## src/rtl/hazard_pkg.sv

```systemverilog
// hazard_pkg
//   Shared types and constants for the decode-stage hazard unit and its
//   neighbours (decode, regFile_bypass).
//   - entry_t   : one tracked in-flight instruction {valid, rd, regwrt, is_load}
//   - DEF_DEPTH : default number of tracked stages between decode and write-back
//   - DEF_NREG  : default architectural register count
//   - sat_inc16 : saturating 16-bit increment used by the stall counter
package hazard_pkg;

   localparam int unsigned DEF_DEPTH = 3;
   localparam int unsigned DEF_NREG  = 8;

   // Widest register index an entry can carry (register files up to 256 entries).
   // Narrower indices are zero-extended on capture and compare.
   localparam int unsigned REG_W_MAX = 8;

   typedef struct packed {
      logic                 valid;
      logic [REG_W_MAX-1:0] rd;
      logic                 regwrt;
      logic                 is_load;
   } entry_t;

   function automatic logic [15:0] sat_inc16(input logic [15:0] v);
      return (v == 16'hFFFF) ? v : v + 16'd1;
   endfunction

endpackage

```

## src/rtl/decode_hazard_unit_if.sv

```systemverilog
// decode_hazard_unit_if
//   Decode-side bundle between the decoder (master) and the hazard unit (slave).
//   master drives : id_valid, id_rs, id_rs_used, id_rt, id_rt_used, id_rd,
//                   id_regwrt, id_is_load, flush
//   slave drives  : stall, bubble, wb_rd, wb_regwrt, stall_count, err
interface decode_hazard_unit_if
   import hazard_pkg::*;
#(
   parameter int unsigned NREG = DEF_NREG
);
   localparam int unsigned REG_W = $clog2(NREG);

   logic             id_valid;
   logic [REG_W-1:0] id_rs;
   logic             id_rs_used;
   logic [REG_W-1:0] id_rt;
   logic             id_rt_used;
   logic [REG_W-1:0] id_rd;
   logic             id_regwrt;
   logic             id_is_load;
   logic             flush;

   logic             stall;
   logic             bubble;
   logic [REG_W-1:0] wb_rd;
   logic             wb_regwrt;
   logic [15:0]      stall_count;
   logic             err;

   modport master (
      output id_valid, id_rs, id_rs_used, id_rt, id_rt_used, id_rd,
             id_regwrt, id_is_load, flush,
      input  stall, bubble, wb_rd, wb_regwrt, stall_count, err
   );

   modport slave (
      input  id_valid, id_rs, id_rs_used, id_rt, id_rt_used, id_rd,
             id_regwrt, id_is_load, flush,
      output stall, bubble, wb_rd, wb_regwrt, stall_count, err
   );

endinterface

```

## src/rtl/hazard_cmp.sv

```systemverilog
// hazard_cmp
//   Combinational writer match of one tracked entry against both decode sources.
//   ent        : tracked entry
//   rs/rs_used : source 1 index and read flag
//   rt/rt_used : source 2 index and read flag
//   match      : entry is a live writer of a source that decode reads
//   load_match : match where the writer is a load
module hazard_cmp
   import hazard_pkg::*;
#(
   parameter int unsigned REG_W = 3
) (
   input  entry_t           ent,
   input  logic [REG_W-1:0] rs,
   input  logic             rs_used,
   input  logic [REG_W-1:0] rt,
   input  logic             rt_used,
   output logic             match,
   output logic             load_match
);

   logic rs_hit;
   logic rt_hit;

   always_comb begin
      rs_hit     = rs_used & (ent.rd == REG_W_MAX'(rs));
      rt_hit     = rt_used & (ent.rd == REG_W_MAX'(rt));
      match      = ent.valid & ent.regwrt & (rs_hit | rt_hit);
      load_match = match & ent.is_load;
   end

endmodule

```

## src/rtl/decode_hazard_unit.sv

```systemverilog
// decode_hazard_unit
//   Destination-tracking pipeline and RAW-hazard detector for the decode stage.
//   Carries each decoded RD/RegWrt down DEPTH stages to the register-file write
//   port and requests a stall when a decode source is still being produced.
//   clk, rst_n : pipeline clock (rising edge), asynchronous active-low reset
//   bus        : decode bundle (slave side), see decode_hazard_unit_if
//   Parameters : DEPTH (2..8), NREG (power of two), FWD (0 none, 1 ALU fwd),
//                WDOG (consecutive stall cycles that raise err)
module decode_hazard_unit
   import hazard_pkg::*;
#(
   parameter int unsigned DEPTH = DEF_DEPTH,
   parameter int unsigned NREG  = DEF_NREG,
   parameter int unsigned FWD   = 0,
   parameter int unsigned WDOG  = 2 * DEPTH
) (
   input logic                 clk,
   input logic                 rst_n,
   decode_hazard_unit_if.slave bus
);

   localparam int unsigned REG_W = $clog2(NREG);
   localparam int unsigned WD_W  = $clog2(WDOG + 1);

   // Without forwarding every stage but the write port can hazard (the
   // register-file bypass covers the write port). With ALU forwarding only a
   // load sitting in entry 0 can.
   localparam logic [DEPTH-1:0] NOFWD_MASK = {1'b0, {(DEPTH-1){1'b1}}};
   localparam logic [DEPTH-1:0] LOAD_MASK  = DEPTH'(1);

   entry_t            entry_q [DEPTH];
   entry_t            entry_d [DEPTH];
   logic [15:0]       stall_count_q, stall_count_d;
   logic [WD_W-1:0]   wdog_q, wdog_d;
   logic              err_q, err_d;

   logic [DEPTH-1:0]  match_w;
   logic [DEPTH-1:0]  load_w;
   logic              hazard;
   logic              stall;
   logic              bubble;

   for (genvar i = 0; i < DEPTH; i++) begin : g_cmp
      hazard_cmp #(
         .REG_W (REG_W)
      ) u_cmp (
         .ent        (entry_q[i]),
         .rs         (bus.id_rs),
         .rs_used    (bus.id_rs_used),
         .rt         (bus.id_rt),
         .rt_used    (bus.id_rt_used),
         .match      (match_w[i]),
         .load_match (load_w[i])
      );
   end

   assign hazard = (FWD != 0) ? |(load_w & LOAD_MASK) : |(match_w & NOFWD_MASK);
   // A flushed instruction is dead, so it never needs to wait.
   assign stall  = bus.id_valid & ~bus.flush & hazard;
   assign bubble = stall | bus.flush | ~bus.id_valid;

   always_comb begin
      entry_d[0] = '0;
      if (!bubble) begin
         entry_d[0] = '{valid:   1'b1,
                        rd:      REG_W_MAX'(bus.id_rd),
                        regwrt:  bus.id_regwrt,
                        is_load: bus.id_is_load};
      end
      // Older instructions drain every cycle, stalled or not.
      for (int unsigned i = 1; i < DEPTH; i++) begin
         entry_d[i] = entry_q[i-1];
      end
   end

   always_comb begin
      stall_count_d = stall ? sat_inc16(stall_count_q) : stall_count_q;
      wdog_d        = '0;
      if (stall) begin
         wdog_d = (wdog_q == WD_W'(WDOG)) ? wdog_q : wdog_q + 1'b1;
      end
      err_d = err_q | (wdog_d == WD_W'(WDOG));
   end

   always_ff @(posedge clk or negedge rst_n) begin
      if (!rst_n) begin
         entry_q       <= '{default: '0};
         stall_count_q <= '0;
         wdog_q        <= '0;
         err_q         <= 1'b0;
      end else begin
         entry_q       <= entry_d;
         stall_count_q <= stall_count_d;
         wdog_q        <= wdog_d;
         err_q         <= err_d;
      end
   end

   assign bus.stall       = stall;
   assign bus.bubble      = bubble;
   assign bus.wb_rd       = entry_q[DEPTH-1].rd[REG_W-1:0];
   assign bus.wb_regwrt   = entry_q[DEPTH-1].valid & entry_q[DEPTH-1].regwrt;
   assign bus.stall_count = stall_count_q;
   assign bus.err         = err_q;

endmodule

```

## src/flat_wrapper.sv

```systemverilog
// flat-port wrapper written by rule: the top's interface ports become plain ports
module decode_hazard_unit_flat import hazard_pkg::*;
#(
   parameter int unsigned DEPTH = DEF_DEPTH,
   parameter int unsigned NREG  = DEF_NREG,
   parameter int unsigned FWD   = 0,
   parameter int unsigned WDOG  = 2 * DEPTH
)
  (clk, rst_n, bus_id_valid, bus_id_rs, bus_id_rs_used, bus_id_rt, bus_id_rt_used, bus_id_rd, bus_id_regwrt, bus_id_is_load, bus_flush, bus_stall, bus_bubble, bus_wb_rd, bus_wb_regwrt, bus_stall_count, bus_err);
  decode_hazard_unit_if #(.NREG(NREG)) bus_i ();
  input logic clk;
  input logic rst_n;
  input wire logic [$bits(bus_i.id_valid)-1:0] bus_id_valid;
  input wire logic [$bits(bus_i.id_rs)-1:0] bus_id_rs;
  input wire logic [$bits(bus_i.id_rs_used)-1:0] bus_id_rs_used;
  input wire logic [$bits(bus_i.id_rt)-1:0] bus_id_rt;
  input wire logic [$bits(bus_i.id_rt_used)-1:0] bus_id_rt_used;
  input wire logic [$bits(bus_i.id_rd)-1:0] bus_id_rd;
  input wire logic [$bits(bus_i.id_regwrt)-1:0] bus_id_regwrt;
  input wire logic [$bits(bus_i.id_is_load)-1:0] bus_id_is_load;
  input wire logic [$bits(bus_i.flush)-1:0] bus_flush;
  output wire logic [$bits(bus_i.stall)-1:0] bus_stall;
  output wire logic [$bits(bus_i.bubble)-1:0] bus_bubble;
  output wire logic [$bits(bus_i.wb_rd)-1:0] bus_wb_rd;
  output wire logic [$bits(bus_i.wb_regwrt)-1:0] bus_wb_regwrt;
  output wire logic [$bits(bus_i.stall_count)-1:0] bus_stall_count;
  output wire logic [$bits(bus_i.err)-1:0] bus_err;
  assign bus_i.id_valid = bus_id_valid;
  assign bus_i.id_rs = bus_id_rs;
  assign bus_i.id_rs_used = bus_id_rs_used;
  assign bus_i.id_rt = bus_id_rt;
  assign bus_i.id_rt_used = bus_id_rt_used;
  assign bus_i.id_rd = bus_id_rd;
  assign bus_i.id_regwrt = bus_id_regwrt;
  assign bus_i.id_is_load = bus_id_is_load;
  assign bus_i.flush = bus_flush;
  assign bus_stall = bus_i.stall;
  assign bus_bubble = bus_i.bubble;
  assign bus_wb_rd = bus_i.wb_rd;
  assign bus_wb_regwrt = bus_i.wb_regwrt;
  assign bus_stall_count = bus_i.stall_count;
  assign bus_err = bus_i.err;
  decode_hazard_unit #(.DEPTH(DEPTH), .NREG(NREG), .FWD(FWD), .WDOG(WDOG)) u_core (.clk(clk), .rst_n(rst_n), .bus(bus_i));
endmodule
```

## config.mk

```make
export PLATFORM = sky130hd
export DESIGN_NAME = decode_hazard_unit_flat
export DESIGN_NICKNAME = d
export VERILOG_FILES = /design/src/rtl/hazard_pkg.sv /design/src/rtl/decode_hazard_unit_if.sv /design/src/rtl/hazard_cmp.sv /design/src/rtl/decode_hazard_unit.sv /design/src/flat_wrapper.sv
export SDC_FILE = /design/constraint.sdc
export NUM_CORES = 1
export LEC_CHECK = 0
export ABC_AREA = 1
export BUFFER_PORTS_ARGS = -buffer_cell sky130_fd_sc_hd__buf_4
export CAP_MARGIN = 5
export CORE_UTILIZATION = 49
export DETAILED_ROUTE_END_ITERATION = 10
export GPL_TIMING_DRIVEN = 0
export PLACE_DENSITY = 0.75
export SLEW_MARGIN = 5
export SYNTH_ARGS = -nofsm -noshare
export SYNTH_HDL_FRONTEND = slang
export SYNTH_SLANG_ARGS = --single-unit
```

## constraint.sdc

```tcl
create_clock -name clk -period 1.7 [get_ports clk]
set_input_delay 0.51 -clock clk [delete_from_list [all_inputs] [get_ports clk]]
set_output_delay 0.51 -clock clk [all_outputs]
set_load 0.005 [all_outputs]
```

==> results of run 1 <==
==> final cells by class <==
class,instances,area [sq um],share of cell area (%)
Multi-Input combinational cell,187,948.4,37.81
Inverter,32,120.1,4.788
Tap cell,48,60.06,2.394
Clock inverter,2,12.51,0.4988
Clock buffer,6,72.57,2.893
Sequential cell,35,877.1,34.96
Timing Repair Buffer,46,352.8,14.06
Buffer,8,65.06,2.594
==> per-layer routing <==
| metal | global-route usage [%] | vias to the layer above | share of wire [%] |
|---|---|---|---|
| li1 | - | 912 | - |
| met5 | 0 | - | 0 |
| met4 | 9.239 | 0 | 1.4 |
| met2 | 36.72 | 45 | 46 |
| met1 | 29.93 | 799 | 47 |
| met3 | 5.382 | 4 | 5.8 |
==> final timing paths <==
path                       slack [ps]                                  start                                     end  cells after the start
min in group clk                  380           u_core.entry_d[21]$_DFF_PN0_            u_core.entry_d[10]$_DFF_PN0_                      0
min                               150                                  rst_n           u_core.bus.wb_rd[1]$_DFF_PN0_                      1
max in group asynchronous        1210                                  rst_n   u_core.bus.stall_count[0]$_DFFE_PN0P_                      1
min reg2reg                       380           u_core.entry_d[21]$_DFF_PN0_            u_core.entry_d[10]$_DFF_PN0_                      0
max reg2reg                        40  u_core.bus.stall_count[9]$_DFFE_PN0P_  u_core.bus.stall_count[10]$_DFFE_PN0P_                      9
max                              -260            u_core.entry_d[2]$_DFF_PN0_                               bus_stall                     10
==> critical path: cells and delay by family (launching register included) <==
family,cells,cell delay [ps]
and+or+nand+nor,8,610
DFF,1,420
buffers and inverters,2,140
==> logic make-up (layout without fill, tap and decap cells) <==
kind of cell / Yosys count / after routing / synth area share, %
compound gates: 2 / 2 / 0.5125
buf+inv: 40 / 94 / 8.777
simple gates: 170 / 170 / 38.56
xor+xnor: 12 / 12 / 5.381
flops: 35 / 35 / 44.84
fa+ha+maj: 3 / 3 / 1.922
==> cells in the final DEF, fill, tap and decap left out, types with 2 or more instances in the layout <==
| cell type | count |
|---|---|
| nand2_1 | 96 |
| buf_4 | 47 |
| nor2_1 | 34 |
| dfrtp_1 | 34 |
| inv_1 | 29 |
| nand4_1 | 19 |
| xnor2_1 | 8 |
| nand3_1 | 7 |
| buf_6 | 5 |
| clkbuf_8 | 5 |
| xor2_1 | 4 |
| inv_2 | 3 |
| nand2_2 | 3 |
| nand2_4 | 3 |
| nand3_4 | 3 |
| o21ai_0 | 2 |
| nor2_4 | 2 |
| clkbuf_1 | 2 |
| ha_1 | 2 |
==> power by group through the flow <==
stage | clock network (mW) | logic (mW) | registers (mW)
CTS | 0.597 | 0.142 | 0.861
global placement | 0 | 0.127 | 0.879
floorplan | 0 | 0.0587 | 0.877
global route | 0.639 | 0.167 | 0.864
finish | 0.585 | 0.146 | 0.862
detailed placement | 0 | 0.128 | 0.880
==> flip-flops by register name, summed over array words and instances (netlist names) <==
register,cells
u_core.bus.err,1
u_core.bus.stall_count,16
u_core.bus.wb_rd,3
u_core.entry_d,10
u_core.entry_q,2
u_core.wdog_q,3
==> repair_timing <==
item	4_1_cts	5_1_grt
endpoints found under the setup margin	14	15
setup buffers	5	4
pin swaps	6	7
resized for setup	12	9
==> through the flow <==
| step | worst slack [ps] | cell area (sq um) |
|---|---|---|
| detailed placement | -356.7 | 2305 |
| finish | -260.6 | 2509 |
| floorplan | 6.640 | 1959 |
| global route | -389.3 | 2509 |
| CTS | -268.9 | 2466 |
| global placement | -348.1 | 2305 |
==> impl_metrics.ini, run 1 <==
[timing]
hold_viol = 0
timing.final.crit_period_ps = 1961
final.setup_skew_ps = 11.66
finalSetupViolCount = 2
maxSlewHeadroom_pct = 67.27
fin_crit_sh_pct = 115.3
hold_slack_ps = 146.1
worst_slew_pin_slew_ps = 491.0
slew_viol_final = 0
tns_ps = -473.0
clock.fmax_mhz = 510.1
worst_slack_ps = -260.6
rsz0062_at_grt = yes

[routing]
initialDrtViolationCount = 93
ant_nets = 0
via_per_inst = 4.835
routedWlPerCell_um = 11.39
firstDrtPassIters = 4
post-route-drc-count = 0
totalWireLength_um = 4145
via_count = 1760

[layout]
n_antenna_cell = 0
syn_to_final_growth_pct = 28.44
fillers = 336
fin_cells = 364
final_core_util_pct = 67.01
final_layout_size_suffix_gt1_share_pct = 24.68
final_nets = 335

[status]
violations = negative setup slack
status = complete, but fails checks

[setup_path]
worst_ep_arrival_time_ps = 1450
crit_top_cell = nand2_1
worstSetupStartpointType = register
cp_cell_sequence = nand2_1, nand2_1, nor2_2, nand2_1, nand2_1, nand2_2, nand2_4, nand2_4, inv_2, buf_6
slowest_stage = dfrtp_1
path_max_fanout = 4
critPathCaptureType = output port
worst-setup-path-type = reg2out
max_stage_delay_ps = 420
cp_data_required_time_ps = 1190

[synthesis]
syn_nets = 282
syn_inst = 262
ys_ff_latch = 35
ys_warn_count = 0
synth_flop_cell = dfrtp_1
synth_top_cell_by_area = dfrtp_1
synth_top_area_share_pct = 44.84
syn-cell-area_sq_um = 1953
netlist_top_cells_area = dfrtp_1, nand2_1, nor2_1, inv_1, nand4_1
yosys.cell_count.top_type = nand2_1
syn_area_per_cell_sq_um = 7.455
synth-edff-count = 0
synth_cell_types = 19
synth_common_cells = nand2_1, dfrtp_1, nor2_1
yosysSeqAreaShare_pct = 44.84
async_flop_share_pct = 100.0

[floorplan]
die-height_um = 65.14
die_w_um = 65.14
start_util_pct = 52.17
ios = 40
core_area_sq_um = 3744
die_area_sq_um = 4243
fp-row-count = 22

[cts]
clk_latency_ps = 290
cts-root-buf = clkbuf_8
cts_tree = done
clk_pin_slew_worst_paths_ps = 80
htreeDepth = 2
cts_hold_buf = 0
cts_sinks = 35
cts_max_path_buffers = 2
numCtsBuffers = 5

[pwr]
p_comb_share_pct = 9.2
switchingPower_mw = 0.3881
powerDensity_nw_per_um2 = 634.6
peakVddDrop_mv = 0.4709
swShare_pct = 24.38
clock_power_share_pct = 36.7
power_frac_seq_pct = 54.1
p_int_mw = 1.204
power_mw = 1.592
p_leak_nw = 1.378

[placed_design]
gp_congestion = 0.8359
placedCellCount = 348
place_hpwl_um = 2884
portBuffers = 38

[grt]
grt_pass1_vias = 1685
grt_overflow = 0
grt_pass1_wl_um = 7320
grt_max_degree = 36
grt_antenna_before_repair = 0
grt_usage_pct = 22.92

[job]
cap_violations = 0

[hold_path]
hold_path.class = in2async
Note: power is estimated with default switching activity, not from simulation.
==> run 2, diff against run 1 <==
- ABC_AREA: 1 -> unset
- CAP_MARGIN: 5 -> unset
- CORE_UTILIZATION: 49 -> 47
==> impl_metrics.ini, run 2 <==
[status]
status = complete, but fails checks
violations = negative setup slack

[timing]
slew_viol_final = 0
rsz0062_at_grt = yes
hold_viol = 0
tns_ps = -2581
fin_crit_sh_pct = 134.3
worst_slack_ps = -583.9
hold_slack_ps = 93.21
finalSetupViolCount = 16
clock.fmax_mhz = 437.9
maxSlewHeadroom_pct = 70.54
final.setup_skew_ps = 11.48
timing.final.crit_period_ps = 2284
worst_slew_pin_slew_ps = 441.9

[floorplan]
fp-row-count = 20
die-height_um = 60.06
core_area_sq_um = 3128
die_w_um = 60.06
ios = 40
die_area_sq_um = 3607
start_util_pct = 50.64

[layout]
final_nets = 215
fin_cells = 240
multi_input_area_sq_um = 889.6
layout.cells.most_common = buf_4
n_antenna_cell = 0
area.sequential_sq_um = 882.1
fillers = 215
final_cell_mix = buf_4, dfrtp_1, xor2_1, xnor2_2, nand2_1
syn_to_final_growth_pct = 47.79
largest_register_ffs = 16
final_core_util_pct = 74.84
final_layout_size_suffix_gt1_share_pct = 53.57

[cts]
clk_latency_ps = 350
clk_pin_slew_worst_paths_ps = 110
cts_sinks = 35
cts_max_path_buffers = 2
numCtsBuffers = 5
cts_tree = done
cts-root-buf = clkbuf_4
htreeDepth = 2

[hold_path]
hold_path.class = in2async

[synthesis]
netlist_top_cells_area = dfrtp_1, xnor2_1, xor2_1, nand4_1, nor2_1
ys_ff_latch = 35
synth-edff-count = 0
ys_warn_count = 0
synth_top_area_share_pct = 55.29
synth_top_cell_by_area = dfrtp_1
synth_common_cells = dfrtp_1, xnor2_1, xor2_1
yosys.cell_count.top_type = dfrtp_1
syn-cell-area_sq_um = 1584
syn_inst = 139
syn_area_per_cell_sq_um = 11.40
async_flop_share_pct = 100.0
syn_nets = 159
synth_cell_types = 27
synth_flop_cell = dfrtp_1
yosysSeqAreaShare_pct = 55.29

[pwr]
p_comb_share_pct = 10.4
swShare_pct = 22.89
p_leak_nw = 1.188
powerDensity_nw_per_um2 = 727.8
p_int_mw = 1.314
clock_power_share_pct = 37.1
power_mw = 1.704
switchingPower_mw = 0.3900
peakVddDrop_mv = 0.6646
power_frac_seq_pct = 52.5

[setup_path]
worst-setup-path-type = reg2out
critPathBufInv = 2
worst_ep_arrival_time_ps = 1770
cp_cell_sequence = xnor2_2, nand4_1, a21oi_4, nor2_2, and2_4, inv_2, buf_6
worstSetupStartpointType = register
critical-path-top-delay-family = flip-flops
critPathCaptureType = output port
slowest_stage = dfrtp_2
max_stage_delay_ps = 470
path_max_fanout = 3
cp_data_required_time_ps = 1190

[grt]
grt_pass1_wl_um = 5451
grt_max_degree = 36
grt_usage_pct = 21.80
grt_antenna_before_repair = 0
grt_pass1_vias = 1192
grt_overflow = 0

[placed_design]
place_hpwl_um = 2270
placedCellCount = 221
gp_congestion = 0.7538
portBuffers = 38

[routing]
met3_wirelength_um = 148
ant_nets = 0
firstDrtPassIters = 4
routedWlPerCell_um = 14.97
met2WireLength_um = 1976
routed.top_layer = met4
drt-met1-wl_um = 1407
via_per_inst = 5.183
post-route-drc-count = 0
totalWireLength_um = 3593
initialDrtViolationCount = 41
via_count = 1244

[job]
cap_violations = 0
[run 2: cell types whose count changed after synthesis, sizes merged, moves of 3 or more]
cell,before,now
and3,0,4
nand2,102,10
nand3,11,5
nand4,19,8
inv,32,4
o21ai,2,5
nor2,37,12
xor2,4,14
xnor2,8,14
nor3,0,7
[run 2: final cells by class]
type                       count  area share [%]
clock inverter                 2           1.497
sequential                    35           37.68
clock buffer                   6           2.191
timing repair buffer          49           16.19
multi-input combinational     96           38.00
inverter                       4          0.6414
buffer                         4           1.443
tap                           44           2.352
[run 2: power by group through the flow]
| stage | Combinational [mW] | Sequential (mW) | Clock [mW] |
|---|---|---|---|
| finish | 0.176 | 0.895 | 0.632 |
| global placement | 0.149 | 0.909 | 0 |
| CTS | 0.171 | 0.894 | 0.643 |
| detailed placement | 0.154 | 0.913 | 0 |
| global route | 0.192 | 0.900 | 0.680 |
| floorplan | 0.0639 | 0.907 | 0 |
[run 2: timing repair]
action | CTS | global route
pin swaps | 17 | 11
hold buffers | 0 | 0
buffers inserted | 7 | 3
endpoints found under the setup margin | 16 | 18
gates cloned | 1 | 0
gates resized for setup | 31 | 11
[run 2: path summary, 6_finish.rpt]
| check | from | to | slack [ps] | depth (start not counted) |
|---|---|---|---|---|
| worst max-delay path | u_core.entry_d[15]$_DFF_PN0_ | bus_bubble | -580 | 7 |
| worst min-delay path | rst_n | u_core.entry_d[3]$_DFF_PN0_ | 90 | 1 |
| worst max register to register | u_core.entry_d[15]$_DFF_PN0_ | u_core.bus.stall_count[1]$_DFFE_PN0P_ | -180 | 7 |
| worst min register to register | u_core.entry_d[10]$_DFF_PN0_ | u_core.entry_q[10]$_DFF_PN0_ | 390 | 0 |
| max in group asynchronous | rst_n | u_core.entry_d[14]$_DFF_PN0_ | 1270 | 1 |
| min in group clk | u_core.entry_d[10]$_DFF_PN0_ | u_core.entry_q[10]$_DFF_PN0_ | 390 | 0 |
[run 2: kinds of logic after synthesis]
kind of cell | share of synthesized area, %
simple gates | 18.96
flops | 55.29
xor+xnor | 15.48
compound gates | 4.108
buf+inv | 3.080
fa+ha+maj | 2.370
mux | 0.7108
[run 2: routing by layer]
layer  vias up  global-route usage, %
li1        580                      -
met1       624                  25.82
met2        32                  36.35
met3         8                  6.926
met4         0                  9.302
met5         -                      0
[run 2: through the flow]
stage / area (sq um) / setup slack (ps)
global placement: 2012 / -350.2
floorplan: 1672 / -32.24
detailed placement: 2012 / -377.7
global route: 2341 / -687.9
CTS: 2262 / -526.1
finish: 2341 / -583.9
==> run 3, diff against run 2 <==
- REMOVE_ABC_BUFFERS: unset -> 1
==> impl_metrics.ini, run 3 (synthesis results as in run 2) <==
[status]
status = complete, but fails checks
violations = negative setup slack

[routing]
routedWlPerCell_um = 14.48
via_per_inst = 5.072
ant_nets = 0
via_count = 1202
post-route-drc-count = 0
firstDrtPassIters = 4
initialDrtViolationCount = 20
totalWireLength_um = 3432

[setup_path]
worstSetupStartpointType = register
cp_data_required_time_ps = 1190
max_stage_delay_ps = 430
slowest_stage = dfrtp_1
worst_ep_arrival_time_ps = 1810
ff2ff_setup_slack_ps = -230
r2r-end = u_core.bus.stall_count[15]$_DFFE_PN0P_
r2r_cells = 8
worst-setup-path-type = reg2out
r2r-start = u_core.entry_d[3]$_DFF_PN0_
critPathCaptureType = output port
cp_cell_sequence = xnor2_1, nand4_1, a21oi_2, buf_4, o21ai_4, inv_2, buf_6
path_max_fanout = 6

[cts]
clk_pin_slew_worst_paths_ps = 100
cts_max_path_buffers = 2
cts_tree = done
htreeDepth = 2
clk_latency_ps = 330
numCtsBuffers = 5
cts-root-buf = clkbuf_4
cts_sinks = 35

[floorplan]
die_area_sq_um = 3607
ios = 40
core_area_sq_um = 3128
start_util_pct = 50.64
die_w_um = 60.06
die-height_um = 60.06
fp-row-count = 20

[grt]
grt_pass1_vias = 1194
grt_antenna_before_repair = 0
grt_max_degree = 36
grt_pass1_wl_um = 5264
grt_overflow = 0
grt_usage_pct = 20.83

[placed_design]
place_hpwl_um = 2205
dpl_worst_slack_ps = -475.2
gp_congestion = 0.8042
portBuffers = 38

[pwr]
peakVddDrop_mv = 0.5096
power_frac_seq_pct = 60.1
switchingPower_mw = 0.3484
swShare_pct = 23.37
p_leak_nw = 1.102
p_int_mw = 1.143
clock_power_share_pct = 29.6
p_comb_share_pct = 10.3
power_mw = 1.491
powerDensity_nw_per_um2 = 677.5

[layout]
final_cell_mix = buf_4, dfrtp_1, xor2_1, xnor2_1, nand2_1
final_core_util_pct = 70.36
final_nets = 213
final_layout_size_suffix_gt1_share_pct = 46.63
largest_register_ffs = 16
layout.cells.most_common = buf_4
n_antenna_cell = 0
syn_to_final_growth_pct = 38.94
fillers = 229

[timing]
maxSlewHeadroom_pct = 71.43
final.setup_skew_ps = 9.912
hold_viol = 0
slew_viol_final = 0
tns_ps = -3449
clock.fmax_mhz = 431.4
finalSetupViolCount = 18
timing.final.crit_period_ps = 2318
rsz0062_at_grt = yes
fin_crit_sh_pct = 136.4
worst_slew_pin_slew_ps = 428.6
worst_slack_ps = -618.0

[hold_path]
hold_path.class = in2async

[job]
cap_violations = 0
==> run 3: cell types whose count changed in the layout (fill, tap and decap cells not counted), moves of 3 or more <==
cell / change
xnor2_1: +7
xnor2_2: -7
nor2_4: -6
dfrtp_2: -3
buf_4: -5
dfrtp_1: +3
nor2_2: +6
==> run 3: through the flow <==
step	hold slack (ps)	cells	instance area, sq um
2_1_floorplan	214.4	135	1550
3_3_place_gp	356.0	217	1891
3_5_place_dp	359.1	217	1891
4_1_cts	109.0	231	2049
5_1_grt	121.6	237	2201
6_report	108.8	237	2201
==> run 3: timing repair <==
item	CTS	global route
hold buffers	0	0
buffers inserted	6	7
endpoints found under the setup margin	16	19
pin swaps	11	20
gates cloned	1	0
resized for setup	12	25
==> run 3: critical path, delay by kind of cell, from the launching register on <==
kind / cells / cell delay (ps)
flops: 1 / 430
xor+xnor: 1 / 220
compound gates: 2 / 340
buf+inv: 3 / 330
simple gates: 1 / 150
==> run 3: layout make-up <==
type                    count  area (sq um)  share of cell area, %
flip-flops and latches     35         878.3                  39.91
inverters                   4         15.01                 0.6822
multi-input cells          97         798.3                  36.27
clock buffers               6         51.30                  2.331
well taps                  44         55.05                  2.501
repair buffers             50         397.9                  18.08
clock inverters             1         5.005                 0.2274
==> run 3: worst max-delay path by stage <==
stage,from,endpoint,cells past startpoint
detailed placement,bus_id_rs[0],bus_bubble,8
floorplan,bus_id_rs[1],bus_bubble,6
global placement,bus_id_rs[2],bus_bubble,8
global route,u_core.entry_d[3]$_DFF_PN0_,bus_stall,7
finish,u_core.entry_d[3]$_DFF_PN0_,bus_stall,7
CTS,u_core.entry_d[4]$_DFF_PN0_,bus_stall,7
==> run 3: routing by layer <==
metal | up-vias | global-route usage, % | part of all wire [%]
met1 | 585 | 23.01 | 42
met2 | 31 | 36.51 | 52
met4 | 0 | 9.967 | 2.2
met3 | 9 | 6.061 | 4.0
met5 | - | 0 | 0
li1 | 577 | - | -
==> run 3: power groups by stage <==
stage / clock network [mW] / logic [mW] / registers, mW
final: 0.442 / 0.154 / 0.895
after global routing: 0.489 / 0.166 / 0.900
after CTS: 0.459 / 0.139 / 0.892
after detailed placement: 0 / 0.131 / 0.909
after global placement: 0 / 0.126 / 0.906
after floorplan: 0 / 0.0451 / 0.905
